$ cat src/rtl/race_pkg.sv
// race_pkg
//   Shared constants, FSM state encoding and small helpers for the
//   obstacle scroller block.
//   Contents:
//     SCREEN_H            number of visible lines (y >= SCREEN_H is off-screen)
//     PARK_Y              y value that marks a parked (inactive) obstacle
//     LANE_L/LANE_C/LANE_R  x positions of the three track lanes
//     WAVES_LVL           completed waves per speed level (speed-up build only)
//     state_e             2-bit scroller FSM state
//     foldIndex()         folds a 3-bit random value onto pattern range 0..5
//     stepY()             advances one obstacle by one frame

package race_pkg;

  localparam logic [10:0] SCREEN_H  = 11'd480;
  localparam logic [9:0]  PARK_Y    = 10'h262;

  localparam logic [9:0]  LANE_L    = 10'hC5;
  localparam logic [9:0]  LANE_C    = 10'h117;
  localparam logic [9:0]  LANE_R    = 10'h169;

  localparam int          WAVES_LVL = 8;

  typedef enum logic [1:0] {
    ST_IDLE   = 2'd0,
    ST_SELECT = 2'd1,
    ST_LOAD   = 2'd2,
    ST_SCROLL = 2'd3
  } state_e;

  // The ROM only holds six patterns; the two spare codes are folded back
  // onto the first two so every random draw is a legal pattern.
  function automatic logic [2:0] foldIndex(input logic [2:0] raw);
    logic [2:0] folded;
    folded = raw;
    if (raw >= 3'd6) begin
      folded = raw - 3'd6;
    end
    return folded;
  endfunction

  // Moves one obstacle down by eff lines. Parked obstacles and a zero
  // speed leave y untouched; anything reaching the bottom edge is parked.
  // The sum is 11 bits wide so a y near the bottom cannot wrap around.
  function automatic logic [9:0] stepY(input logic [9:0] y,
                                       input logic [3:0] eff);
    logic [10:0] sum;
    logic [9:0]  result;
    sum    = {1'b0, y} + {7'b0, eff};
    result = y;
    if ((y != PARK_Y) && (eff != 4'd0)) begin
      if (sum >= SCREEN_H) begin
        result = PARK_Y;
      end else begin
        result = sum[9:0];
      end
    end
    return result;
  endfunction

endpackage

$ cat src/rtl/race_lfsr.sv
// race_lfsr
//   Free-running 8-bit Fibonacci LFSR, polynomial x^8 + x^6 + x^5 + x^4 + 1
//   (maximal length, 255 states). Advances every clock out of reset and
//   can never reach zero as long as SEED is non-zero.
//   Parameters:
//     SEED     reset value, must be non-zero
//   Ports:
//     clk      in   system clock
//     rst_n    in   asynchronous active-low reset
//     value_o  out  current LFSR state

module race_lfsr #(
  parameter logic [7:0] SEED = 8'hA5
) (
  input  logic       clk,
  input  logic       rst_n,
  output logic [7:0] value_o
);

  logic [7:0] lfsr_q;
  logic [7:0] lfsr_d;
  logic       feedback;

  // Taps 8,6,5,4 counted from 1 map onto bits 7,5,4,3.
  always_comb begin
    feedback = lfsr_q[7] ^ lfsr_q[5] ^ lfsr_q[4] ^ lfsr_q[3];
    lfsr_d   = {lfsr_q[6:0], feedback};
  end

  always_ff @(posedge clk or negedge rst_n) begin
    if (!rst_n) begin
      lfsr_q <= SEED;
    end else begin
      lfsr_q <= lfsr_d;
    end
  end

  assign value_o = lfsr_q;

endmodule

$ cat src/rtl/obstacle_scroller.sv
// obstacle_scroller
//   Picks a random obstacle pattern, loads its two start positions from the
//   external position ROM, scrolls both obstacles down one step per video
//   frame, parks them once they leave the screen and then asks for the next
//   pattern.
//   Optional feature: define OBSTACLE_SPEEDUP_EN to add a difficulty level
//   that raises the effective speed by one line every WAVES_LVL waves
//   (saturating at 15 lines/frame). Without it the speed input is used as is.
//   Parameters:
//     LFSR_SEED   non-zero seed of the pattern-select LFSR
//   Ports:
//     clk         in   system clock
//     rst_n       in   asynchronous active-low reset
//     enable      in   game running; low aborts to IDLE and parks obstacles
//     frame_tick  in   one-cycle pulse per video frame
//     speed       in   base lines moved per frame
//     index       out  pattern select to the position ROM (0..5)
//     rom_x0/y0   in   obstacle-0 start position from the ROM
//     rom_x1/y1   in   obstacle-1 start position from the ROM
//     obj0_x/y    out  obstacle-0 current position
//     obj1_x/y    out  obstacle-1 current position
//     obj_active  out  bit n set while obstacle n is not parked
//     wave_count  out  number of completed patterns (wraps)

module obstacle_scroller
  import race_pkg::*;
#(
  parameter logic [7:0] LFSR_SEED = 8'hA5
) (
  input  logic       clk,
  input  logic       rst_n,
  input  logic       enable,
  input  logic       frame_tick,
  input  logic [3:0] speed,
  output logic [2:0] index,
  input  logic [9:0] rom_x0,
  input  logic [9:0] rom_y0,
  input  logic [9:0] rom_x1,
  input  logic [9:0] rom_y1,
  output logic [9:0] obj0_x,
  output logic [9:0] obj0_y,
  output logic [9:0] obj1_x,
  output logic [9:0] obj1_y,
  output logic [1:0] obj_active,
  output logic [7:0] wave_count
);

  state_e     state_q,  state_d;
  logic [2:0] index_q,  index_d;
  logic [9:0] obj0X_q,  obj0X_d;
  logic [9:0] obj0Y_q,  obj0Y_d;
  logic [9:0] obj1X_q,  obj1X_d;
  logic [9:0] obj1Y_q,  obj1Y_d;
  logic [1:0] active_q, active_d;
  logic [7:0] wave_q,   wave_d;

  logic [7:0] lfsrValue;
  logic       unusedLfsrHi;
  logic [3:0] effSpeed;
  logic       bothParked;

  race_lfsr #(
    .SEED    (LFSR_SEED)
  ) u_lfsr (
    .clk     (clk),
    .rst_n   (rst_n),
    .value_o (lfsrValue)
  );

  // Only the low three bits pick a pattern.
  assign unusedLfsrHi = ^lfsrValue[7:3];

  assign bothParked = (obj0Y_q == PARK_Y) && (obj1Y_q == PARK_Y);

`ifdef OBSTACLE_SPEEDUP_EN
  logic [3:0] level_q,  level_d;
  logic [7:0] lvlCnt_q, lvlCnt_d;
  logic [4:0] speedSum;

  // A carry out of the 4-bit add means the sum passed 15: clamp it.
  always_comb begin
    speedSum = {1'b0, speed} + {1'b0, level_q};
    effSpeed = speedSum[4] ? 4'hF : speedSum[3:0];
  end
`else
  assign effSpeed = speed;
`endif

  // Next-state logic. Dropping enable overrides everything: obstacles are
  // parked (x kept for the renderer), the wave counter is kept and the FSM
  // returns to IDLE. frame_tick is only looked at in SCROLL, so ticks seen
  // while a pattern is being selected or loaded are simply lost.
  always_comb begin
    state_d  = state_q;
    index_d  = index_q;
    obj0X_d  = obj0X_q;
    obj0Y_d  = obj0Y_q;
    obj1X_d  = obj1X_q;
    obj1Y_d  = obj1Y_q;
    wave_d   = wave_q;
`ifdef OBSTACLE_SPEEDUP_EN
    level_d  = level_q;
    lvlCnt_d = lvlCnt_q;
`endif

    if (!enable) begin
      state_d = ST_IDLE;
      obj0Y_d = PARK_Y;
      obj1Y_d = PARK_Y;
`ifdef OBSTACLE_SPEEDUP_EN
      level_d  = 4'd0;
      lvlCnt_d = 8'd0;
`endif
    end else begin
      case (state_q)
        ST_IDLE: begin
          state_d = ST_SELECT;
        end
        ST_SELECT: begin
          index_d = foldIndex(lfsrValue[2:0]);
          state_d = ST_LOAD;
        end
        ST_LOAD: begin
          // The ROM has had the whole SELECT->LOAD cycle to settle on index.
          obj0X_d = rom_x0;
          obj0Y_d = rom_y0;
          obj1X_d = rom_x1;
          obj1Y_d = rom_y1;
          state_d = ST_SCROLL;
        end
        ST_SCROLL: begin
          // Completion is checked on the registered positions, so a wave
          // ends the cycle after its last obstacle was parked, without
          // waiting for another frame.
          if (bothParked) begin
            wave_d  = wave_q + 8'd1;
            state_d = ST_SELECT;
`ifdef OBSTACLE_SPEEDUP_EN
            if (lvlCnt_q == 8'(WAVES_LVL - 1)) begin
              lvlCnt_d = 8'd0;
              if (level_q != 4'hF) begin
                level_d = level_q + 4'd1;
              end
            end else begin
              lvlCnt_d = lvlCnt_q + 8'd1;
            end
`endif
          end else if (frame_tick) begin
            obj0Y_d = stepY(obj0Y_q, effSpeed);
            obj1Y_d = stepY(obj1Y_q, effSpeed);
          end
        end
        default: begin
          state_d = ST_IDLE;
        end
      endcase
    end

    // The active flags follow the y values being written this cycle so the
    // renderer never sees a position and a stale flag together.
    active_d = {(obj1Y_d != PARK_Y), (obj0Y_d != PARK_Y)};
  end

  // State and datapath registers.
  always_ff @(posedge clk or negedge rst_n) begin
    if (!rst_n) begin
      state_q  <= ST_IDLE;
      index_q  <= 3'd0;
      obj0X_q  <= 10'd0;
      obj0Y_q  <= PARK_Y;
      obj1X_q  <= 10'd0;
      obj1Y_q  <= PARK_Y;
      active_q <= 2'b00;
      wave_q   <= 8'd0;
    end else begin
      state_q  <= state_d;
      index_q  <= index_d;
      obj0X_q  <= obj0X_d;
      obj0Y_q  <= obj0Y_d;
      obj1X_q  <= obj1X_d;
      obj1Y_q  <= obj1Y_d;
      active_q <= active_d;
      wave_q   <= wave_d;
    end
  end

`ifdef OBSTACLE_SPEEDUP_EN
  // Difficulty level registers, only present in the speed-up build.
  always_ff @(posedge clk or negedge rst_n) begin
    if (!rst_n) begin
      level_q  <= 4'd0;
      lvlCnt_q <= 8'd0;
    end else begin
      level_q  <= level_d;
      lvlCnt_q <= lvlCnt_d;
    end
  end
`endif

  assign index      = index_q;
  assign obj0_x     = obj0X_q;
  assign obj0_y     = obj0Y_q;
  assign obj1_x     = obj1X_q;
  assign obj1_y     = obj1Y_q;
  assign obj_active = active_q;
  assign wave_count = wave_q;

endmodule
$ cat config.mk
export PLATFORM = sky130hd
export DESIGN_NAME = obstacle_scroller
export DESIGN_NICKNAME = d
export VERILOG_FILES = /design/src/rtl/race_pkg.sv /design/src/rtl/race_lfsr.sv /design/src/rtl/obstacle_scroller.sv
export SDC_FILE = /design/constraint.sdc
export NUM_CORES = 1
export LEC_CHECK = 0
export BUFFER_PORTS_ARGS = -buffer_cell sky130_fd_sc_hd__buf_4
export CAP_MARGIN = 20
export CORE_MARGIN = 2
export CORE_UTILIZATION = 53
export CTS_CLUSTER_DIAMETER = 200
export DETAILED_ROUTE_END_ITERATION = 16
export PLACE_DENSITY = 0.81
export SLEW_MARGIN = 40
export SYNTH_ARGS = -nofsm -noshare
export SYNTH_HDL_FRONTEND = slang
export SYNTH_SLANG_ARGS = --single-unit
$ cat constraint.sdc
create_clock -name clk -period 3.8 [get_ports clk]
set_clock_uncertainty 0.2 [all_clocks]
set_input_delay 0.57 -clock clk [delete_from_list [all_inputs] [get_ports clk]]
set_output_delay 0.57 -clock clk [all_outputs]
set_load 0.02 [all_outputs]
==> results.yml, run 1 <==
setup_path:
  reg2reg_from: "obj1_y[1]$_DFF_PN1_"
  cp.arrival_ns: 3.59
  criticalPathCategory: "reg2reg"
  startpoint_type: "flip-flop"
  critPathMaxFanout: 6
  end_kind: "flip-flop"
  cp.required_ns: 3.81
  crit_path_start: "obj1_y[1]$_DFF_PN1_"
cts:
  clk_path_buf_depth: 2
  cts-hold-fix-buffers: 0
  post_cts_resized: 0
  cts_buffers: 9
  clkTransAtPathRegs_ns: 0.06
  cts_tree: "built"
  cts_max_level: 3
  cts.sinks: 63
  cts-root-buf: "clkbuf_8"
  clk_latency_ns: 0.34
  cts_setup_buffers: 0
cells_and_area:
  antennaDiodeCount: 0
  fin_cells: 562
  register_area_um2: 1590
  nFillCells: 512
  areaGrowthSynthToFinish_pct: 27.1
  nets: 524
  drive_above_1_share_pct: 36.7
  multi_input_area_um2: 2020
timing:
  fmax_mhz: 279
  fin_tns_setup_ns: 0
  hold_viol: 8
  period_share_pct: 94.3
  hold_slack_ns: -0.00731
  setup_violations: 0
  slew_headroom_pct: 56.6
  drv_slew: 0
  worst_pin_slew_ns: 0.651
  min_period_ns: 3.58
  grt_setup_unrepaired: "no"
floorplanning:
  core_area_um2: 6830
  rows: 30
  dieWidth_um: 88.1
  dieArea_um2: 7760
  start_util_pct: 54.9
  fp.dieH_um: 88.1
  io_pins: 101
worst_hold_path:
  hold_path.class: "in2async"
global_route:
  gr-total-overflow: 0
  antenna_found_initial: 0
  grt_pass1_vias: 3330
  grt_pass1_wl_um: 15800
  grt_util_all_layers_pct: 26.4
  grt_max_degree: 64
synth:
  yosysSeqAreaShare_pct: 42.5
  async_reset_ff_share_pct: 100
  yosysUniqueCellTypes: 70
  synth_area_um2: 3750
  synthesis.nets: 424
  yosysWarningCount: 0
  syn_avg_cell_area_um2: 10.4
  synth-edff-count: 0
  ys.flop_type: "dfrtp_1"
  netlist_instances: 361
  synth_seq_cells: 63
routing:
  num_vias: 3428
  avgViaCountPerCell: 6.10
  drc: 0
  wl_per_cell_um: 17.1
  ant_nets: 0
  drtIter0Drc: 353
  drt_pass1_iterations: 5
  wl_um: 9630
place:
  routabilityCongestion: 0.970
  dp_hpwl_um: 7120
  dpl.cell_count: 546
  io_buffers: 100
flow_run:
  cap_violations: 0
pwr:
  cellLeakagePower_nw: 2.16
  ir_worst_vdd_uv: 427
  power_density_nw_per_um2: 694
status:
  outcome: "finished, violations left"
  violations: "negative hold slack"
layout by cell type, fill, tap and decap left out, types with 4 or more instances in the layout:
| cell type | instances |
|---|---|
| a211oi_1 | 5 |
| a21o_1 | 8 |
| a21oi_1 | 17 |
| a221o_1 | 5 |
| a22o_1 | 4 |
| a22oi_1 | 10 |
| a31oi_1 | 5 |
| and3_1 | 8 |
| buf_4 | 104 |
| clkbuf_8 | 10 |
| dfrtp_1 | 51 |
| dfstp_2 | 12 |
| ha_1 | 13 |
| inv_1 | 13 |
| mux2_2 | 23 |
| nand2_1 | 20 |
| nand2b_1 | 6 |
| nand3_1 | 11 |
| nand4_1 | 9 |
| nor2_1 | 20 |
| nor4_1 | 4 |
| o21ai_0 | 19 |
| xnor2_1 | 12 |
| xor2_1 | 5 |
cell usage after synthesis (all sizes together) (10+ instances only):
cell / n / share of area, %
a21oi: 17 / 2.3
a22oi: 10 / 2.0
dfrtp: 51 / 34
dfstp: 12 / 8.4
ha: 13 / 4.3
inv: 13 / 1.3
mux2: 23 / 6.9
nand2: 21 / 2.1
nand3: 11 / 1.5
nor2: 21 / 2.2
o21ai: 20 / 2.8
xnor2: 12 / 2.8
flip-flops by register name, summed over array words and instances (netlist names):
name            flops
obj0_x             10
obj0_y             10
obj1_x             10
obj1_y             10
u_lfsr.value_o      8
wave_count          8
index               3
obj_active          2
state_q             2
final cells by class:
type,count,area share (%)
multi-input combinational,269,42.4
clock buffer,12,3.05
inverter,13,1.02
tap,96,2.52
timing repair buffer,105,16.6
clock inverter,4,0.945
sequential,63,33.4
metrics by stage:
step / setup WS, ns / util, % / hold slack [ns] / power [W] / area [um2]
after floorplan: 0.442 / - / 0.0744 / 0.00214 / 3750
after global placement: 0.151 / 66.9 / 0.140 / 0.00269 / 4570
after detailed placement: 0.0207 / 66.9 / 0.141 / 0.00274 / 4570
after CTS: 0.252 / 69.7 / 0.121 / 0.00331 / 4760
after global routing: 0.00323 / 69.7 / 0.0436 / 0.00353 / 4760
final: 0.217 / 69.7 / -0.00731 / 0.00331 / 4760
worst max-delay path: stages (launching register included):
cell and delay (ns):
dfstp_2 0.60, inv_1 0.08, fa_1 0.44, nand4b_1 0.20, a2111oi_2 0.48, o221ai_1 0.20, a22o_1 0.33, and2_1 0.19
a32o_1 0.26, nor4_1 0.35, nand3b_1 0.12
logic make-up (layout without fill, tap and decap cells):
logic type / count (synthesis) / count (layout) / synth area share (%)
simple gates: 107 / 107 / 16.3
compound gates: 106 / 106 / 21.0
flops: 63 / 63 / 42.5
buf+inv: 29 / 134 / 3.64
mux: 24 / 24 / 7.18
xor+xnor: 17 / 17 / 3.97
fa+ha+maj: 15 / 15 / 5.41
power by group:
group	switching (W)	internal (W)
clock network	0.000240	0.000318
logic	0.000925	0.000722
registers	0.000209	0.000895
per-layer routing:
| metal | global-route usage [%] | vias to the layer above | wire (um) |
|---|---|---|---|
| li1 | - | 1569 | - |
| met5 | 0 | - | 0 |
| met4 | 7.58 | 0 | 131 |
| met3 | 8.11 | 15 | 929 |
| met1 | 35.7 | 1652 | 3930 |
| met2 | 41.5 | 192 | 4650 |
final timing paths:
path                                                     to  slack, ns  cells after the start
min in group clk                u_lfsr.value_o[7]$_DFF_PN1_       0.16                      0
worst max-delay path                obj_active[1]$_DFF_PN0_       0.22                     10
max in group asynchronous               obj0_y[5]$_DFF_PN1_       3.01                      1
worst min register to register  u_lfsr.value_o[7]$_DFF_PN1_       0.16                      0
worst max register to register      obj_active[1]$_DFF_PN0_       0.22                     10
worst min-delay path            u_lfsr.value_o[1]$_DFF_PN0_     -0.007                      1
Power figures use the tool's default switching activity.
==> run 2, diff against run 1 <==
Settings changed: CORE_MARGIN 2 to 4, CORE_UTILIZATION 53 to 48, PLACE_DENSITY 0.81 to 0.78.
Clock period 3.8 ns to 3.1 ns, I/O delays scaled along.
==> results.yml, run 2 (synthesized netlist as in run 1, its figures left out) <==
routing:
  drtIter0Drc: 241
  wl_um: 11100
  ant_nets: 0
  num_vias: 3632
  drc: 0
  avgViaCountPerCell: 5.92
  wl_per_cell_um: 18.1
  drt_pass1_iterations: 5
place:
  dp_hpwl_um: 8150
  io_buffers: 100
  place_ws_ns: -0.362
  dpl.cell_count: 589
  routabilityCongestion: 0.913
pwr:
  power_density_nw_per_um2: 869
  p_comb_share_pct: 52.3
  p_sw_w: 0.00182
  p_clk_share_pct: 18.9
  seqPwrFrac_pct: 28.7
  power.internal_w: 0.00282
  switching_share_pct: 39.2
  cellLeakagePower_nw: 2.45
  ir_worst_vdd_uv: 650
cells_and_area:
  nFillCells: 554
  final_common_cell: "buf_4"
  antennaDiodeCount: 0
  drive_above_1_share_pct: 47.1
  register_area_um2: 1590
  fin_cells: 613
  multi_input_area_um2: 2180
  most-common-layout-cells: "buf_4 (150), dfrtp_1 (49), mux2_2 (23)"
  nets: 572
  areaGrowthSynthToFinish_pct: 42.8
worst_hold_path:
  hold_path_end: "obj1_x[6]$_DFFE_PN0P_"
  hold_path.class: "in2reg"
  hold_path.startpoint: "rom_x1[6]"
  worstHoldPathCells: 2
status:
  outcome: "finished, violations left"
  violations: "negative setup slack"
setup_path:
  criticalPathCategory: "reg2reg"
  critPathMaxFanout: 4
  reg2reg_from: "obj0_y[1]$_DFF_PN1_"
  cp.arrival_ns: 3.17
  startpoint_type: "flip-flop"
  rrSetupSlack_ns: -0.07
  crit_path_start: "obj0_y[1]$_DFF_PN1_"
  worstRegToRegCells: 10
  end_kind: "flip-flop"
  cp.required_ns: 3.10
  r2r_end: "obj_active[0]$_DFF_PN0_"
cts:
  clk_path_buf_depth: 2
  clk_latency_ns: 0.33
  cts_max_level: 3
  cts.sinks: 63
  clkTransAtPathRegs_ns: 0.07
  cts-root-buf: "clkbuf_8"
  cts_tree: "built"
  cts_buffers: 9
flow_run:
  cap_violations: 0
floorplanning:
  dieArea_um2: 9280
  rows: 31
  core_area_um2: 7410
  dieWidth_um: 96.4
  fp.dieH_um: 96.4
  start_util_pct: 50.6
  io_pins: 101
timing:
  hold_viol: 0
  min_period_ns: 3.17
  fmax_mhz: 315
  worst_pin_slew_ns: 0.552
  slew_headroom_pct: 63.2
  setup_violations: 2
  drv_slew: 0
  grt_setup_unrepaired: "yes"
  period_share_pct: 102
  worst_slack_ns: -0.0715
global_route:
  grt_util_all_layers_pct: 25.2
  grt_max_degree: 64
  gr-total-overflow: 0
  grt_pass1_vias: 3860
  grt_pass1_wl_um: 17900
  antenna_found_initial: 0
[run 2: changes by cell type in the layout (fill, tap and decap cells not counted), sizes merged]
cell | previous run | this run
clkinv | 3 | 0
dlygate4sd3 | 0 | 1
bufinv | 1 | 3
buf | 105 | 152
clkbuf | 12 | 13
[run 2: per-stage QoR]
| stage | total power (W) | cell area (um2) | utilization (%) | hold WS, ns | setup TNS [ns] |
|---|---|---|---|---|---|
| 4_1_cts | 0.00459 | 5280 | 71.2 | 0.0292 | -0.0468 |
| 5_1_grt | 0.00494 | 5350 | 72.2 | 0.137 | -0.289 |
| 3_5_place_dp | 0.00359 | 4890 | 66.0 | 0.159 | -0.674 |
| 2_1_floorplan | 0.00263 | 3760 | - | -0.0306 | -0.0647 |
| 6_report | 0.00465 | 5350 | 72.2 | 0.160 | -0.0985 |
| 3_3_place_gp | 0.00352 | 4890 | 66.0 | 0.144 | -0.543 |
[run 2: final cells by class]
class	instances	share of cell area, %
Clock buffer	13	2.97
Timing Repair Buffer	153	21.7
Clock inverter	3	1.68
Multi-Input combinational cell	269	40.7
Inverter	13	0.912
Sequential cell	63	29.8
Tap cell	99	2.31
[run 2: routing by layer]
layer | routed length [um] | global-route usage (%)
met5 | 0 | 0
met2 | 5350 | 41.7
met4 | 274 | 10.9
met1 | 4370 | 29.6
met3 | 1120 | 8.68
[run 2: worst max-delay path by stage]
stage | end | slack (ns) | depth (start not counted)
global placement | obj_active[1]$_DFF_PN0_ | -0.31 | 12
floorplan | obj_active[0]$_DFF_PN0_ | -0.06 | 10
finish | obj_active[0]$_DFF_PN0_ | -0.07 | 10
global route | obj_active[0]$_DFF_PN0_ | -0.18 | 10
CTS | obj_active[1]$_DFF_PN0_ | -0.03 | 10
detailed placement | obj_active[1]$_DFF_PN0_ | -0.36 | 12
[run 2: timing repair]
action                                  4_1_cts  5_1_grt
pin swaps                                    16        9
gates resized for setup                      18       10
buffers inserted                              6        1
cloned                                        0        0
endpoints found under the hold margin         0       51
hold buffers                                  0        1
endpoints found under the setup margin        2        2
[run 2: power groups by stage]
stage	combinational, W	sequential [W]	clock [W]
after global routing	0.00264	0.00136	0.000936
after global placement	0.00221	0.00131	0
final	0.00243	0.00134	0.000880
after detailed placement	0.00226	0.00133	0
after CTS	0.00237	0.00133	0.000894
after floorplan	0.00108	0.00155	0
[run 2: worst max-delay path, cell delays in order, from the launching register on]
cell and delay (ns):
dfstp_2 0.60, inv_2 0.06, fa_2 0.36, nand2b_4 0.18, a211oi_4 0.28, nor2_2 0.07, o2111a_1 0.25, o211ai_1 0.24
nor3b_2 0.21, nand4_1 0.11, or4b_1 0.48
